===== src/rtl/fetch_pkg.sv =====
// Shared fetch-stage types and constants: FSM encoding, NOP word, base opcodes.
// FETCH_ALIGN_CHECK_EN adds the HALT state used by the misaligned-redirect trap.
package fetch_pkg;

  typedef enum logic [2:0] {
    IDLE,
    REQ,
    WAIT,
    HOLD
`ifdef FETCH_ALIGN_CHECK_EN
    , HALT
`endif
  } fetch_state_e;

  localparam logic [31:0] NOP_INSTR = 32'h0000_0013;

  localparam logic [6:0] OP_LOAD   = 7'b0000011;
  localparam logic [6:0] OP_STORE  = 7'b0100011;
  localparam logic [6:0] OP_RTYPE  = 7'b0110011;
  localparam logic [6:0] OP_ITYPE  = 7'b0010011;
  localparam logic [6:0] OP_JAL    = 7'b1101111;
  localparam logic [6:0] OP_BRANCH = 7'b1100011;

endpackage


===== src/rtl/fetch_unit_if.sv =====
// Instruction-memory request/response bus between fetch_unit (master) and imem (slave).
interface fetch_unit_if #(
  parameter int unsigned XLEN = 32
);
  logic            imem_req_valid;
  logic            imem_req_ready;
  logic [XLEN-1:0] imem_addr;
  logic            imem_rsp_valid;
  logic [31:0]     imem_rdata;

  modport master (
    output imem_req_valid,
    output imem_addr,
    input  imem_req_ready,
    input  imem_rsp_valid,
    input  imem_rdata
  );

  modport slave (
    input  imem_req_valid,
    input  imem_addr,
    output imem_req_ready,
    output imem_rsp_valid,
    output imem_rdata
  );
endinterface


===== src/rtl/fetch_unit.sv =====
// Fetch stage: owns the PC, issues single-outstanding imem requests, registers the word for decode.
// FETCH_ALIGN_CHECK_EN: misaligned redirect targets trap into HALT and raise sticky misalign.
module fetch_unit
  import fetch_pkg::*;
#(
  parameter int unsigned     XLEN     = 32,
  parameter logic [XLEN-1:0] RESET_PC = '0
) (
  input  logic            clk,
  input  logic            rst_n,
  fetch_unit_if.master    imem,
  output logic            instr_valid,
  input  logic            instr_ready,
  output logic [31:0]     instr,
  output logic [XLEN-1:0] instr_pc,
  output logic [6:0]      op,
  output logic [2:0]      funct3,
  output logic            funct7,
  input  logic            PCSrc,
  input  logic [XLEN-1:0] pc_target,
  output logic            misalign
);

  fetch_state_e    state_q, state_d;
  logic [XLEN-1:0] pc_q, pc_d;
  logic            kill_q, kill_d;
  logic [31:0]     instr_q, instr_d;
  logic [XLEN-1:0] instr_pc_q, instr_pc_d;
  logic [XLEN-1:0] redirect_pc;

`ifdef FETCH_ALIGN_CHECK_EN
  logic misalign_q, misalign_d;
  assign redirect_pc = pc_target;
  assign misalign    = misalign_q;
`else
  assign redirect_pc = pc_target & {{(XLEN-2){1'b1}}, 2'b00};
  assign misalign    = 1'b0;
`endif

  always_ff @(posedge clk or negedge rst_n) begin
    if (!rst_n) begin
      state_q    <= IDLE;
      pc_q       <= RESET_PC;
      kill_q     <= 1'b0;
      instr_q    <= NOP_INSTR;
      instr_pc_q <= '0;
    end else begin
      state_q    <= state_d;
      pc_q       <= pc_d;
      kill_q     <= kill_d;
      instr_q    <= instr_d;
      instr_pc_q <= instr_pc_d;
    end
  end

`ifdef FETCH_ALIGN_CHECK_EN
  always_ff @(posedge clk or negedge rst_n) begin
    if (!rst_n) misalign_q <= 1'b0;
    else        misalign_q <= misalign_d;
  end
`endif

  always_comb begin
    state_d    = state_q;
    pc_d       = pc_q;
    kill_d     = kill_q;
    instr_d    = instr_q;
    instr_pc_d = instr_pc_q;
`ifdef FETCH_ALIGN_CHECK_EN
    misalign_d = misalign_q;
    // HALT is terminal until reset; a late response simply falls on the floor.
    if (state_q == HALT) begin
      kill_d = 1'b0;
    end else if (PCSrc && (pc_target[1:0] != 2'b00)) begin
      state_d    = HALT;
      misalign_d = 1'b1;
      kill_d     = 1'b0;
    end else
`endif
    if (PCSrc) begin
      pc_d = redirect_pc;
      case (state_q)
        // A request accepted this same cycle is for the old PC: remember to drop its data.
        REQ: begin
          if (imem.imem_req_ready) begin
            state_d = WAIT;
            kill_d  = 1'b1;
          end else begin
            state_d = REQ;
          end
        end
        WAIT: begin
          if (imem.imem_rsp_valid) begin
            state_d = REQ;
            kill_d  = 1'b0;
          end else begin
            kill_d = 1'b1;
          end
        end
        default: state_d = REQ;
      endcase
    end else begin
      case (state_q)
        IDLE: state_d = REQ;
        REQ: begin
          if (imem.imem_req_ready) state_d = WAIT;
        end
        WAIT: begin
          if (imem.imem_rsp_valid) begin
            if (kill_q) begin
              kill_d  = 1'b0;
              state_d = REQ;
            end else begin
              instr_d    = imem.imem_rdata;
              instr_pc_d = pc_q;
              state_d    = HOLD;
            end
          end
        end
        HOLD: begin
          if (instr_ready) begin
            pc_d    = pc_q + XLEN'(4);
            state_d = REQ;
          end
        end
        default: ;
      endcase
    end
  end

  assign imem.imem_req_valid = (state_q == REQ);
  assign imem.imem_addr      = pc_q;

  assign instr_valid = (state_q == HOLD);
  assign instr       = instr_q;
  assign instr_pc    = instr_pc_q;
  assign op          = instr_q[6:0];
  assign funct3      = instr_q[14:12];
  assign funct7      = instr_q[30];

endmodule


===== src/flat_wrapper.sv =====
// flat-port wrapper written by rule: the top's interface ports become plain ports
module fetch_unit_flat import fetch_pkg::*;
#(
  parameter int unsigned     XLEN     = 32,
  parameter logic [XLEN-1:0] RESET_PC = '0
)
  (clk, rst_n, instr_valid, instr_ready, instr, instr_pc, op, funct3, funct7, PCSrc, pc_target, misalign, imem_imem_req_valid, imem_imem_addr, imem_imem_req_ready, imem_imem_rsp_valid, imem_imem_rdata);
  fetch_unit_if #(.XLEN(XLEN)) imem_i ();
  input  logic clk;
  input  logic rst_n;
  output logic instr_valid;
  input  logic instr_ready;
  output logic [31:0] instr;
  output logic [XLEN-1:0] instr_pc;
  output logic [6:0] op;
  output logic [2:0] funct3;
  output logic funct7;
  input  logic PCSrc;
  input  logic [XLEN-1:0] pc_target;
  output logic misalign;
  output wire logic [$bits(imem_i.imem_req_valid)-1:0] imem_imem_req_valid;
  output wire logic [$bits(imem_i.imem_addr)-1:0] imem_imem_addr;
  input wire logic [$bits(imem_i.imem_req_ready)-1:0] imem_imem_req_ready;
  input wire logic [$bits(imem_i.imem_rsp_valid)-1:0] imem_imem_rsp_valid;
  input wire logic [$bits(imem_i.imem_rdata)-1:0] imem_imem_rdata;
  assign imem_imem_req_valid = imem_i.imem_req_valid;
  assign imem_imem_addr = imem_i.imem_addr;
  assign imem_i.imem_req_ready = imem_imem_req_ready;
  assign imem_i.imem_rsp_valid = imem_imem_rsp_valid;
  assign imem_i.imem_rdata = imem_imem_rdata;
  fetch_unit #(.XLEN(XLEN), .RESET_PC(RESET_PC)) u_core (.clk(clk), .rst_n(rst_n), .imem(imem_i), .instr_valid(instr_valid), .instr_ready(instr_ready), .instr(instr), .instr_pc(instr_pc), .op(op), .funct3(funct3), .funct7(funct7), .PCSrc(PCSrc), .pc_target(pc_target), .misalign(misalign));
endmodule

===== config.mk =====
export PLATFORM = sky130hd
export DESIGN_NAME = fetch_unit_flat
export DESIGN_NICKNAME = d
export VERILOG_FILES = /design/src/rtl/fetch_pkg.sv /design/src/rtl/fetch_unit_if.sv /design/src/rtl/fetch_unit.sv /design/src/flat_wrapper.sv
export SDC_FILE = /design/constraint.sdc
export NUM_CORES = 1
export LEC_CHECK = 0
export ABC_AREA = 1
export CAP_MARGIN = 15
export CORE_MARGIN = 10
export CORE_UTILIZATION = 42
export CTS_BUF_LIST = sky130_fd_sc_hd__clkbuf_2
export DETAILED_ROUTE_END_ITERATION = 10
export GPL_TIMING_DRIVEN = 0
export MAX_ROUTING_LAYER = met4
export PLACE_DENSITY = 0.81
export SYNTH_ARGS = -nofsm -noshare
export SYNTH_HDL_FRONTEND = slang
export SYNTH_SLANG_ARGS = --single-unit

===== constraint.sdc =====
create_clock -name clk -period 1.45 [get_ports clk]
set_input_delay 0.2175 -clock clk [delete_from_list [all_inputs] [get_ports clk]]
set_output_delay 0.2175 -clock clk [all_outputs]
set_load 0.005 [all_outputs]

**Word level (Yosys, flattened, before mapping)**

Index checks and enable logic that the tools add are counted.

- Logic and storage cells: 44
- Bits of input ports: 70
- Output and inout bits: 110
- Register bits after elaboration: 100

- $add $sub $neg: 1
- Multiplexer cells: 18
- Bitwise logic cells: 2
- Equality and inequality tests: 7
- Reduce and logical (&&, ||, !) cells: 11

Operator list:

| cell | count |
|---|---|
| $mux W32 | 3 |
| $add A32 B3 Y32 const B | 1 |
| $mux W3 | 5 |
| $pmux W3 S4 | 1 |
| $reduce_and A4 Y1 | 3 |
| $reduce_bool A2 Y1 | 5 |
| $eq A3 B2 Y1 const B | 2 |
| $ne A3 B2 Y1 const B | 2 |
| $pmux W3 S2 | 1 |
| $mux W1 | 5 |
| $reduce_bool A5 Y1 | 1 |
| $mux W2 | 2 |
| $eq A3 B1 Y1 const B | 1 |
| $logic_not A3 Y1 | 1 |
| $ne A3 B1 Y1 const B | 1 |
| $ne A2 B2 Y1 const B | 1 |
| $not A1 Y1 | 2 |
| $pmux W1 S2 | 1 |
| $reduce_and A2 Y1 | 1 |

**Longest topological paths before layout**

Gate-level depths: netlist of the first run.

- Depth after elaboration: 4
- Mapped depth: 10
- Mapped depth without buffers: 10

**Worst setup path before layout of the first run**

OpenSTA, ideal clock, no wires.

- Kind: register to register
- From: register u_core.state_q[0]
- To: register u_core.instr_q[7], in the netlist u_core.instr[7]
- Data required time: 1,325 ps
- Data arrival time: 1,344 ps
- Path slack: -19 ps
- Clock period less this slack: 1,469 ps
- Stages on the path, launching flop included: 6
- Library setup time: 125 ps
- Buffers on the path: 1
- Cell sequence: dfrtp_1 inv_1 ha_1 nand4_4 buf_4 mux2_4

- Word-level cells in the longest chain between the ends: 2

RTL lines:

| item | line | source |
|---|---|---|
| from (decl) | fetch_unit.sv:24 | `fetch_state_e state_q, state_d;` |
| from (signal assigned) | fetch_unit.sv:48 | `state_q <= state_d;` |
| $eq A3 B2 Y1 | fetch_unit.sv:103 | `case (state_q)` |
| $reduce_and A4 Y1 (no line) | n/a |  |
| to (signal assigned) | fetch_unit.sv:51 | `instr_q <= instr_d;` |
| to (decl) | fetch_unit.sv:27 | `logic [31:0] instr_q, instr_d;` |

Every way passes these cells.
A chain may end at the register's enable or synchronous reset.

**Worst setup path in the final report of the first run**

Same ends and word-level chain as after synthesis.

==> metrics.md, run 1 <==
| Metric | Value |
|---|---|
| Fin crit share | `117%` |
| Fraction of registers with async set/reset | `100%` |
| Drt drc | `0` |
| Port bufs | `approximately 170` |
| Cell Count, Final, Fillers Out | `~1000` |
| Design Power | `roughly 10 mW` |
| Finish-stage setup viols | `just under 100` |
| CP arrival | `approximately 2.2 ns` |
| Post-synth EDFFs | `0` |
| Total global routing overflow | `0` |
| Syn Area/Cell | `between 9 and 10 um^2` |
| Clock skew | `around 0.047 ns` |
| Final Cell Area | `8560 um^2` |
| Synth warnings | `0` |
| CP Capture Type | `register` |
| Vias/cell | `5.19` |
| Maximum clock frequency | `just under 600 MHz` |
| Die height | `128 um` |
| Crit start category | `register` |
| Register area share after synthesis | `slightly below 50%` |
| Pre-CTS WS | `-0.376 ns` |
| Dpl hpwl | `~13000 um` |
| First-pass GRT wire length | `between 20000 and 30000 um` |
| Post-synth top area cell | `dfrtp_1` |
| Final WL | `between 20000 and 25000 um` |
| Slew Limit Fails | `0` |
| R2R Path Start | `u_core.state_q[0]` |
| Total CTS buffers | `9` |
| Mapped Cells | `around 550` |
| R2R Path End | `u_core.instr[7]` |
| Placed inst area | `~6900 um^2` |
| Worst-path fanout max | `9` |
| Outcome | `finished, violations left` |
| Die footprint | `16500 um^2` |
| Synth Register Bits | `95` |
| H-Tree Depth | `3` |
| Via count | `roughly 5200` |
| Nets | `around 940` |
| Failing checks | `negative setup slack` |
| Worst-path clk slew | `around 0.26 ns` |
| Leak | `4.37 nW` |
| Drt pass-1 iters | `5` |
| Power Dens Cells | `1170 nW/um^2` |
| Mapped Area | `approximately 4900 um^2` |
| IO Count | `180` |
| Area contributors post-synth | `dfrtp_1 (47%), nand2_1 (12%), mux2_4 (9.8%)` |
| Min Tclk post-route | `1.69 ns` |
| Area delta synth->final | `73.8%` |
| Core Region | `11500 um^2` |
| Final Wtd Congestion | `between 0.8 and 0.9` |
| Top FF cell, synth | `dfrtp_1` |
| Initial drt markers | `between 400 and 500` |
| Reg2Reg Setup Slack | `-0.24 ns` |
| Unrepaired setup endpoints after global routing | `yes` |
| Total GRT Usage | `a little under a quarter` |
| Ant. Diodes | `0` |
| VDD IR max | `between 0.0008 and 0.0009 V` |
| CTS root buf | `clkbuf_2` |
| Initial antenna violation count | `0` |
| Rows | `39` |
| Synth top area share | `a little under half` |
| Clock buffer depth | `2` |
| Clk Latency, worst-skew pair | `about 0.61 ns` |
| Worst R2R Path Depth | `7` |
| WL/cell | `about 20 um` |
| Worst hold path type | `in -> async` |
| ANT nets after route | `0` |
| PnR worst setup slack | `-0.243 ns` |
| Worst-margin pin slew | `approximately 0.69 ns` |
| Starting density of the core | `42.9%` |
| Fin Hold WS | `around 0.043 ns` |
| Clock Sink Count | `95` |
| Vias in the first global route | `about 5100` |
| Slew margin rel. | `a little over half` |
| Pin count of the biggest net entering global routing | `73` |
| CTS tree | `yes` |
| Die Width | `between 100 and 150 um` |
| Hold Fails Final Rpt | `0` |
| Critical path type | `reg -> reg` |
| Worst endpoint required time | `roughly 2.0 ns` |
| Layout cell share with drive strength beyond 1 | `approximately half` |
| Placed cells | `866` |
| Max-cap violations | `0` |
| Netlist cell types | `36` |
worst max path at each step:
| stage | start | end | slack, ns | cells after the start |
|---|---|---|---|---|
| after global placement | rst_n | u_core.instr_pc[25] | -3.34 | 1 |
| final | u_core.state_q[0] | u_core.instr[7] | -0.24 | 7 |
| after detailed placement | u_core.imem.imem_addr[3] | u_core.imem.imem_addr[24] | -0.38 | 8 |
| after CTS | u_core.state_q[0] | imem_imem_req_valid | -0.22 | 3 |
| after floorplan | u_core.state_q[0] | u_core.instr[18] | 0.01 | 5 |
| after global routing | u_core.state_q[1] | instr_valid | -0.31 | 3 |
layout by cell type (no fill, tap or decap), drive strengths merged, types with 3 or more instances in the layout:
cell type | synthesis | final
o21bai | 4 | 4
clkdlybuf4s50 | 0 | 65
a21oi | 5 | 5
o211ai | 6 | 6
nand3 | 38 | 38
ha | 5 | 5
dfstp | 3 | 3
dfrtp | 92 | 92
xor2 | 7 | 7
o21ai | 52 | 52
buf | 26 | 249
nand2 | 156 | 156
bufinv | 0 | 4
nand4 | 3 | 4
o221ai | 4 | 4
conb | 1 | 5
inv | 52 | 53
nor2 | 44 | 44
mux2 | 33 | 33
clkbuf | 7 | 26
power by group:
group	internal (mW)	switching, mW	leakage (nW)
combinational	2.52	2.02	3.03
clock	0.922	0.957	0.104
sequential	3.19	0.358	1.24
total	6.64	3.33	4.37
cell type report:
| class | instances | area [um^2] |
|---|---|---|
| Clock buffer | 10 | 50.0 |
| Multi-Input combinational cell | 372 | 2660 |
| Sequential cell | 95 | 2390 |
| Clock inverter | 6 | 133 |
| Timing Repair Buffer | 303 | 2600 |
| Buffer | 29 | 344 |
| Tap cell | 143 | 179 |
| Fill cell | 755 | 2910 |
| Inverter | 52 | 208 |
cell usage after synthesis (2+ instances only):
| library cell | count |
|---|---|
| nor2_4 | 5 |
| buf_2 | 4 |
| nor2_2 | 5 |
| nand2_2 | 3 |
| o21bai_1 | 4 |
| o21ai_0 | 51 |
| dfstp_2 | 3 |
| o211ai_1 | 6 |
| buf_6 | 4 |
| dfrtp_1 | 92 |
| buf_4 | 18 |
| o221ai_1 | 4 |
| nor3_1 | 2 |
| nand2_1 | 152 |
| mux2_4 | 32 |
| xor2_1 | 7 |
| a21oi_1 | 5 |
| clkbuf_1 | 7 |
| ha_1 | 5 |
| inv_1 | 51 |
| nor2_1 | 34 |
| nand3_1 | 38 |
| nand4_1 | 2 |
logic make-up after synthesis:
logic type	synth area share, %
AOI/OAI and AO/OA	8.72
xor gates and xnor gates	1.25
adders and majority gates	1.27
buffers and inverters	8.62
DFF	48.4
muxes	9.99
other	0.0762
and+or+nand+nor	21.7
timing repair:
action	CTS	global route
gates resized for setup	573	135
pin swaps	19	45
buffers inserted	83	40
hold buffers	2	0
endpoints found under the hold margin	96	0
endpoints found under the setup margin	199	161
cloned	6	3
flip-flops by register name (all words and copies together) (netlist names):
register / count
u_core.kill_q: 1
u_core.state_q: 2
u_core.imem.imem_addr: 30
u_core.instr: 32
u_core.instr_pc: 30
stage by stage:
stage	util, %	setup TNS [ns]
after floorplan	-	0
after global placement	59.6	-335.94
after detailed placement	59.9	-22.77
after CTS	68.4	-9.96
after global routing	74.6	-19.07
final	74.6	-11.90
critical path: stages, from the launching register on:
cell and delay, ns:
dfrtp_2 0.48, buf_6 0.14, inv_4 0.05, ha_4 0.15, buf_12 0.12, nand4_4 0.18
buf_8 0.22, mux2_4 0.29
metal layers:
layer / global-route usage, % / share of wire (%)
met5: - / 0
met4: 5.83 / 2.6
met3: 5.33 / 8.2
met2: 37.3 / 49
met1: 27.9 / 40
(Power assumes the default switching activity.)
==> run 2: changes to the inputs <==
--- a/config.mk
+++ b/config.mk
@@ -10,10 +10,12 @@
 export CORE_MARGIN = 10
 export CORE_UTILIZATION = 42
 export CTS_BUF_LIST = sky130_fd_sc_hd__clkbuf_2
+export CTS_CLUSTER_SIZE = 14
 export DETAILED_ROUTE_END_ITERATION = 10
 export GPL_TIMING_DRIVEN = 0
 export MAX_ROUTING_LAYER = met4
 export PLACE_DENSITY = 0.81
+export SKIP_LAST_GASP = 1
 export SYNTH_ARGS = -nofsm -noshare
 export SYNTH_HDL_FRONTEND = slang
 export SYNTH_SLANG_ARGS = --single-unit
==> metrics.md, run 2 (synthesis gave the netlist of run 1 again) <==
| Metric | Value |
|---|---|
| Max-cap violations | `0 (unchanged)` |
| CP arrival | `2.22 ns (+0.02 ns)` |
| Crit start category | `register` |
| CTS root buf | `clkbuf_2` |
| Unrepaired setup endpoints after global routing | `yes` |
| Final WL | `20100 um (-0.61%)` |
| Sw power | `3.29 mW (-1.3%)` |
| Nets | `935 (-0.21%)` |
| CTS tree | `yes` |
| Worst-margin pin slew | `0.683 ns (-0.00308 ns)` |
| Worst-path fanout max | `8 (-1)` |
| Setup TNS Final | `-13.27 ns (-1.37 ns)` |
| Initial antenna violation count | `0 (unchanged)` |
| Worst endpoint required time | `1.95 ns (about the same)` |
| Die Width | `128 um (unchanged)` |
| Starting density of the core | `42.9% (unchanged)` |
| Fin util | `73.9% (-0.70 points)` |
| Fin crit share | `119% (+1.9 points)` |
| Slew margin rel. | `54.5% (+0.21 points)` |
| Clock Sink Count | `95 (unchanged)` |
| Hold Fails Final Rpt | `0 (unchanged)` |
| Final Wtd Congestion | `0.893 (unchanged)` |
| Total CTS buffers | `9 (unchanged)` |
| Drt drc | `0 (unchanged)` |
| Pin count of the biggest net entering global routing | `73 (unchanged)` |
| Via count | `5213 (-0.46%)` |
| Min Tclk post-route | `1.72 ns (+0.0274 ns)` |
| IO Count | `180 (unchanged)` |
| Int Power | `6.58 mW (-0.88%)` |
| VDD IR max | `0.000802 V (-5.1%)` |
| Clk Latency, worst-skew pair | `0.62 ns (about the same)` |
| Worst hold path type | `in -> async` |
| Die height | `128 um (unchanged)` |
| Finish-stage setup viols | `97 (unchanged)` |
| Commonest non-fill, non-tap cell in the layout | `nand2_1` |
| Power Dens Cells | `1160 nW/um^2 (about the same)` |
| Dpl hpwl | `12700 um (unchanged)` |
| Outcome | `finished, violations left` |
| Port bufs | `171 (unchanged)` |
| Combinational share of power | `45.0% (-0.6 points)` |
| Critical path type | `reg -> reg` |
| Switching portion of total power | `33.3% (-0.098 points)` |
| Core Region | `11500 um^2 (unchanged)` |
| Vias/cell | `5.17 (-0.26%)` |
| H-Tree Depth | `3 (unchanged)` |
| Area delta synth->final | `72.2%` |
| Ant. Diodes | `0 (unchanged)` |
| Layout cell share with drive strength beyond 1 | `49.4% (-2.3 points)` |
| Clock buffer depth | `2 (unchanged)` |
| PnR worst setup slack | `-0.271 ns (-0.0274 ns)` |
| Initial drt markers | `441 (+5.3%)` |
| Reg power frac | `35.9% (+0.3 points)` |
| Placed inst area | `6860 um^2 (unchanged)` |
| Most frequent cells in the layout | `nand2_1 (123), buf_4 (99), dfrtp_1 (84)` |
| Total GRT Usage | `22.8% (-0.062 points)` |
| Max reg flops | `32 (unchanged)` |
| Rows | `39 (unchanged)` |
| CP Capture Type | `register` |
| Die footprint | `16500 um^2 (unchanged)` |
| Worst-path clk slew | `0.25 ns (about the same)` |
| Leak | `4.33 nW (-0.97%)` |
| Slew Limit Fails | `0 (unchanged)` |
| Clock skew | `0.0542 ns (+0.00715 ns)` |
| First-pass GRT wire length | `28900 um (-0.33%)` |
| Total global routing overflow | `0 (unchanged)` |
| WL/cell | `20.0 um (-0.41%)` |
| Failing checks | `negative setup slack` |
| ANT nets after route | `0 (unchanged)` |
| Maximum clock frequency | `581 MHz (-1.6%)` |
| Final Cell Area | `8480 um^2 (-0.94%)` |
| Vias in the first global route | `5060 (-0.41%)` |
| Clock share of power | `19.1% (+0.3 points)` |
| Drt pass-1 iters | `5 (unchanged)` |
[run 2: power by group through the flow]
| stage | clock network, mW | logic [mW] | registers, mW |
|---|---|---|---|
| final | 1.88 | 4.44 | 3.55 |
| after global routing | 2.00 | 4.78 | 3.60 |
| after CTS | 1.88 | 3.81 | 3.52 |
| after detailed placement | 0 | 3.02 | 3.70 |
| after global placement | 0 | 2.96 | 3.66 |
| after floorplan | 0 | 1.19 | 3.65 |
[run 2: through the flow]
stage / hold WS, ns / worst slack (ns) / power (mW) / cells
6_report: 0.0511 / -0.271 / 9.87 / 1008
2_1_floorplan: -0.0781 / 0.0140 / 4.84 / 551
5_1_grt: 0.0312 / -0.320 / 10.4 / 1008
3_3_place_gp: 0.469 / -3.34 / 6.61 / 865
4_1_cts: 0.0330 / -0.223 / 9.20 / 971
3_5_place_dp: 0.156 / -0.376 / 6.72 / 866
[run 2: repair_timing]
item,in CTS,in global routing
cloned,6,4
setup endpoints to repair,199,161
pin swaps,18,42
gates resized for setup,553,122
hold buffers,2,0
endpoints found under the hold margin,96,0
setup buffers,83,35
[run 2: final timing paths]
kind                                    startpoint                        end  slack [ns]  cells past startpoint
worst max-delay path             u_core.state_q[0]            u_core.instr[7]       -0.27                      7
worst min-delay path                         rst_n   u_core.imem.imem_addr[8]        0.05                      2
worst max register to register   u_core.state_q[0]            u_core.instr[7]       -0.27                      7
worst min register to register  u_core.instr_pc[5]         u_core.instr_pc[5]        0.53                      2
max in group asynchronous                    rst_n            u_core.instr[4]        0.69                      3
min in group clk                     pc_target[31]  u_core.imem.imem_addr[31]        0.12                      3
[run 2: final cells by class]
cell class                 instances  area (um^2)
buffer                            30          360
clock buffer                      10         50.0
clock inverter                     6          133
fill                             766         2990
inverter                          52          214
multi-input combinational        372         2600
sequential                        95         2390
tap                              143          179
timing repair buffer             300         2550
[run 2: critical path, stage by stage (launching register included)]
cell     delay (ns)
dfrtp_2        0.48
buf_6          0.14
inv_4          0.05
ha_4           0.15
buf_12         0.11
nand4_4        0.20
buf_8          0.22
mux2_4         0.29
[run 2: routing by layer]
layer	up-vias	track usage, %	part of all wire [%]
met5	-	-	0
met4	0	5.96	1.9
met3	39	5.33	8.0
met2	283	37.2	50
met1	2503	27.7	41
li1	2388	-	-
==> run 3: changes to the inputs <==
--- a/config.mk
+++ b/config.mk
@@ -7,7 +7,6 @@
 export LEC_CHECK = 0
 export ABC_AREA = 1
 export CAP_MARGIN = 15
-export CORE_MARGIN = 10
 export CORE_UTILIZATION = 42
 export CTS_BUF_LIST = sky130_fd_sc_hd__clkbuf_2
 export CTS_CLUSTER_SIZE = 14
==> metrics.md, run 3 (synthesis gave the netlist of run 1 again) <==
| Metric | Value |
|---|---|
| Outcome | `finished, violations left` |
| Failing checks | `negative setup slack` |
| First-pass GRT wire length | `25400 um (-12%)` |
| H-Tree Depth | `3 (unchanged)` |
| Vias/cell | `5.32 (+2.9%)` |
| PnR worst setup slack | `-0.288 ns (-0.0176 ns)` |
| Fin crit share | `120% (+1.2 points)` |
| Drt pass-1 iters | `5 (unchanged)` |
| Rows | `39 (unchanged)` |
| WL/cell | `18.3 um (-8.2%)` |
| Maximum clock frequency | `575 MHz (-1.0%)` |
| Leak | `4.24 nW (-2.0%)` |
| Pin count of the biggest net entering global routing | `69 (-5.5%)` |
| Layout cell share with drive strength beyond 1 | `50.3% (+0.93 points)` |
| VDD IR max | `0.000761 V (-5.1%)` |
| Nets | `925 (-1.1%)` |
| Die height | `110 um (-14%)` |
| Finish-stage setup viols | `112 (+15%)` |
| Max-cap violations | `0 (unchanged)` |
| Final WL | `18300 um (-9.2%)` |
| Most frequent cells in the layout | `nand2_1 (113), buf_4 (84), buf_2 (83)` |
| Hold Fails Final Rpt | `0 (unchanged)` |
| Drt drc | `0 (unchanged)` |
| Power Dens Cells | `1100 nW/um^2 (-5.9%)` |
| Clk Latency, worst-skew pair | `0.60 ns (-0.02 ns)` |
| CTS root buf | `clkbuf_2` |
| Area delta synth->final | `69.5%` |
| Initial drt markers | `374 (-15%)` |
| Fin util | `73.1% (-0.82 points)` |
| Starting density of the core | `43.1% (+0.18 points)` |
| Worst endpoint required time | `1.97 ns (+0.02 ns)` |
| Worst R2R Path Depth | `7 (unchanged)` |
| Core Region | `11400 um^2 (-0.42%)` |
| ANT nets after route | `0 (unchanged)` |
| CP Capture Type | `register` |
| Crit start category | `register` |
| Critical path type | `reg -> reg` |
| Ant. Diodes | `0 (unchanged)` |
| Port bufs | `171 (unchanged)` |
| Pre-CTS WS | `-0.329 ns (+0.0476 ns)` |
| Via count | `5313 (+1.9%)` |
| Die Width | `110 um (-14%)` |
| Final Wtd Congestion | `0.908 (+1.7%)` |
| Fin Hold WS | `0.0597 ns (+0.00867 ns)` |
| Worst hold path type | `in -> async` |
| Clock buffer depth | `2 (unchanged)` |
| Worst-path fanout max | `8 (unchanged)` |
| CTS tree | `yes` |
| Vias in the first global route | `5145 (+1.7%)` |
| Unrepaired setup endpoints after global routing | `yes` |
| Die footprint | `12200 um^2 (-26%)` |
| Max reg flops | `32 (unchanged)` |
| Total CTS buffers | `9 (unchanged)` |
| Commonest non-fill, non-tap cell in the layout | `nand2_1` |
| Total global routing overflow | `0 (unchanged)` |
| Total GRT Usage | `28.7% (+5.9 points)` |
| Clock Sink Count | `95 (unchanged)` |
| Worst-path clk slew | `0.27 ns (+0.02 ns)` |
| IO Count | `180 (unchanged)` |
| Clock skew | `0.0276 ns (-0.0266 ns)` |
| Slew Limit Fails | `0 (unchanged)` |
| Min Tclk post-route | `1.74 ns (+0.0176 ns)` |
| Slew margin rel. | `57.1% (+2.7 points)` |
| CP arrival | `2.26 ns (+0.04 ns)` |
| Worst-margin pin slew | `0.643 ns (-0.0399 ns)` |
| Initial antenna violation count | `0 (unchanged)` |
| Dpl hpwl | `11000 um (-13%)` |
==> run 3: per-layer routing <==
metal,GRT usage (%),wire [um],vias to the layer above
met5,-,0,-
met2,48.2,9180,320
met1,32.7,6660,2544
met3,5.64,1530,84
li1,-,-,2365
met4,14.2,929,0
==> run 3: timing repair <==
item | in CTS | in global routing
gates cloned | 4 | 4
pin swaps | 19 | 36
setup endpoints to repair | 199 | 131
buffers inserted | 80 | 34
gates resized for setup | 537 | 161
hold buffers | 2 | 0
endpoints found under the hold margin | 94 | 0
==> run 3: where the power goes <==
group | switching (mW) | total, mW | internal [mW]
Clock | 0.954 | 1.36 | 0.410
Sequential | 0.381 | 3.58 | 3.20
Combinational | 1.88 | 4.20 | 2.33
==> run 3: critical path, stage by stage, from the launching register on <==
cell and delay (ns):
dfrtp_2 0.51, buf_6 0.14, inv_4 0.05, ha_4 0.15, buf_6 0.12, nand4_4 0.18, buf_8 0.23, mux2_4 0.29
==> run 3: stage by stage <==
step / area [um^2] / instances / power [mW] / TNS (ns)
floorplan: 4950 / 551 / 4.84 / 0
global placement: 6840 / 865 / 6.53 / -329.25
detailed placement: 6860 / 866 / 6.65 / -21.99
CTS: 7560 / 966 / 8.47 / -15.98
global route: 8350 / 998 / 9.67 / -25.28
finish: 8350 / 998 / 9.15 / -17.50
==> run 3: final timing paths <==
kind | startpoint | to | slack, ns
min in group clk | pc_target[24] | u_core.imem.imem_addr[24] | 0.16
max in group asynchronous | rst_n | u_core.instr[4] | 0.67
hold reg to reg | u_core.instr_pc[18] | u_core.instr_pc[18] | 0.52
hold / removal | rst_n | u_core.imem.imem_addr[15] | 0.06
setup reg to reg | u_core.state_q[0] | u_core.instr[7] | -0.29
setup / recovery | u_core.state_q[0] | u_core.instr[7] | -0.29
==> run 3: area by class of cell <==
cell class	count	area, um^2
Buffer	29	308
Clock buffer	10	50.0
Clock inverter	6	66.3
Fill cell	783	3070
Inverter	52	210
Multi-Input combinational cell	372	2660
Sequential cell	95	2400
Tap cell	143	179
Timing Repair Buffer	291	2480
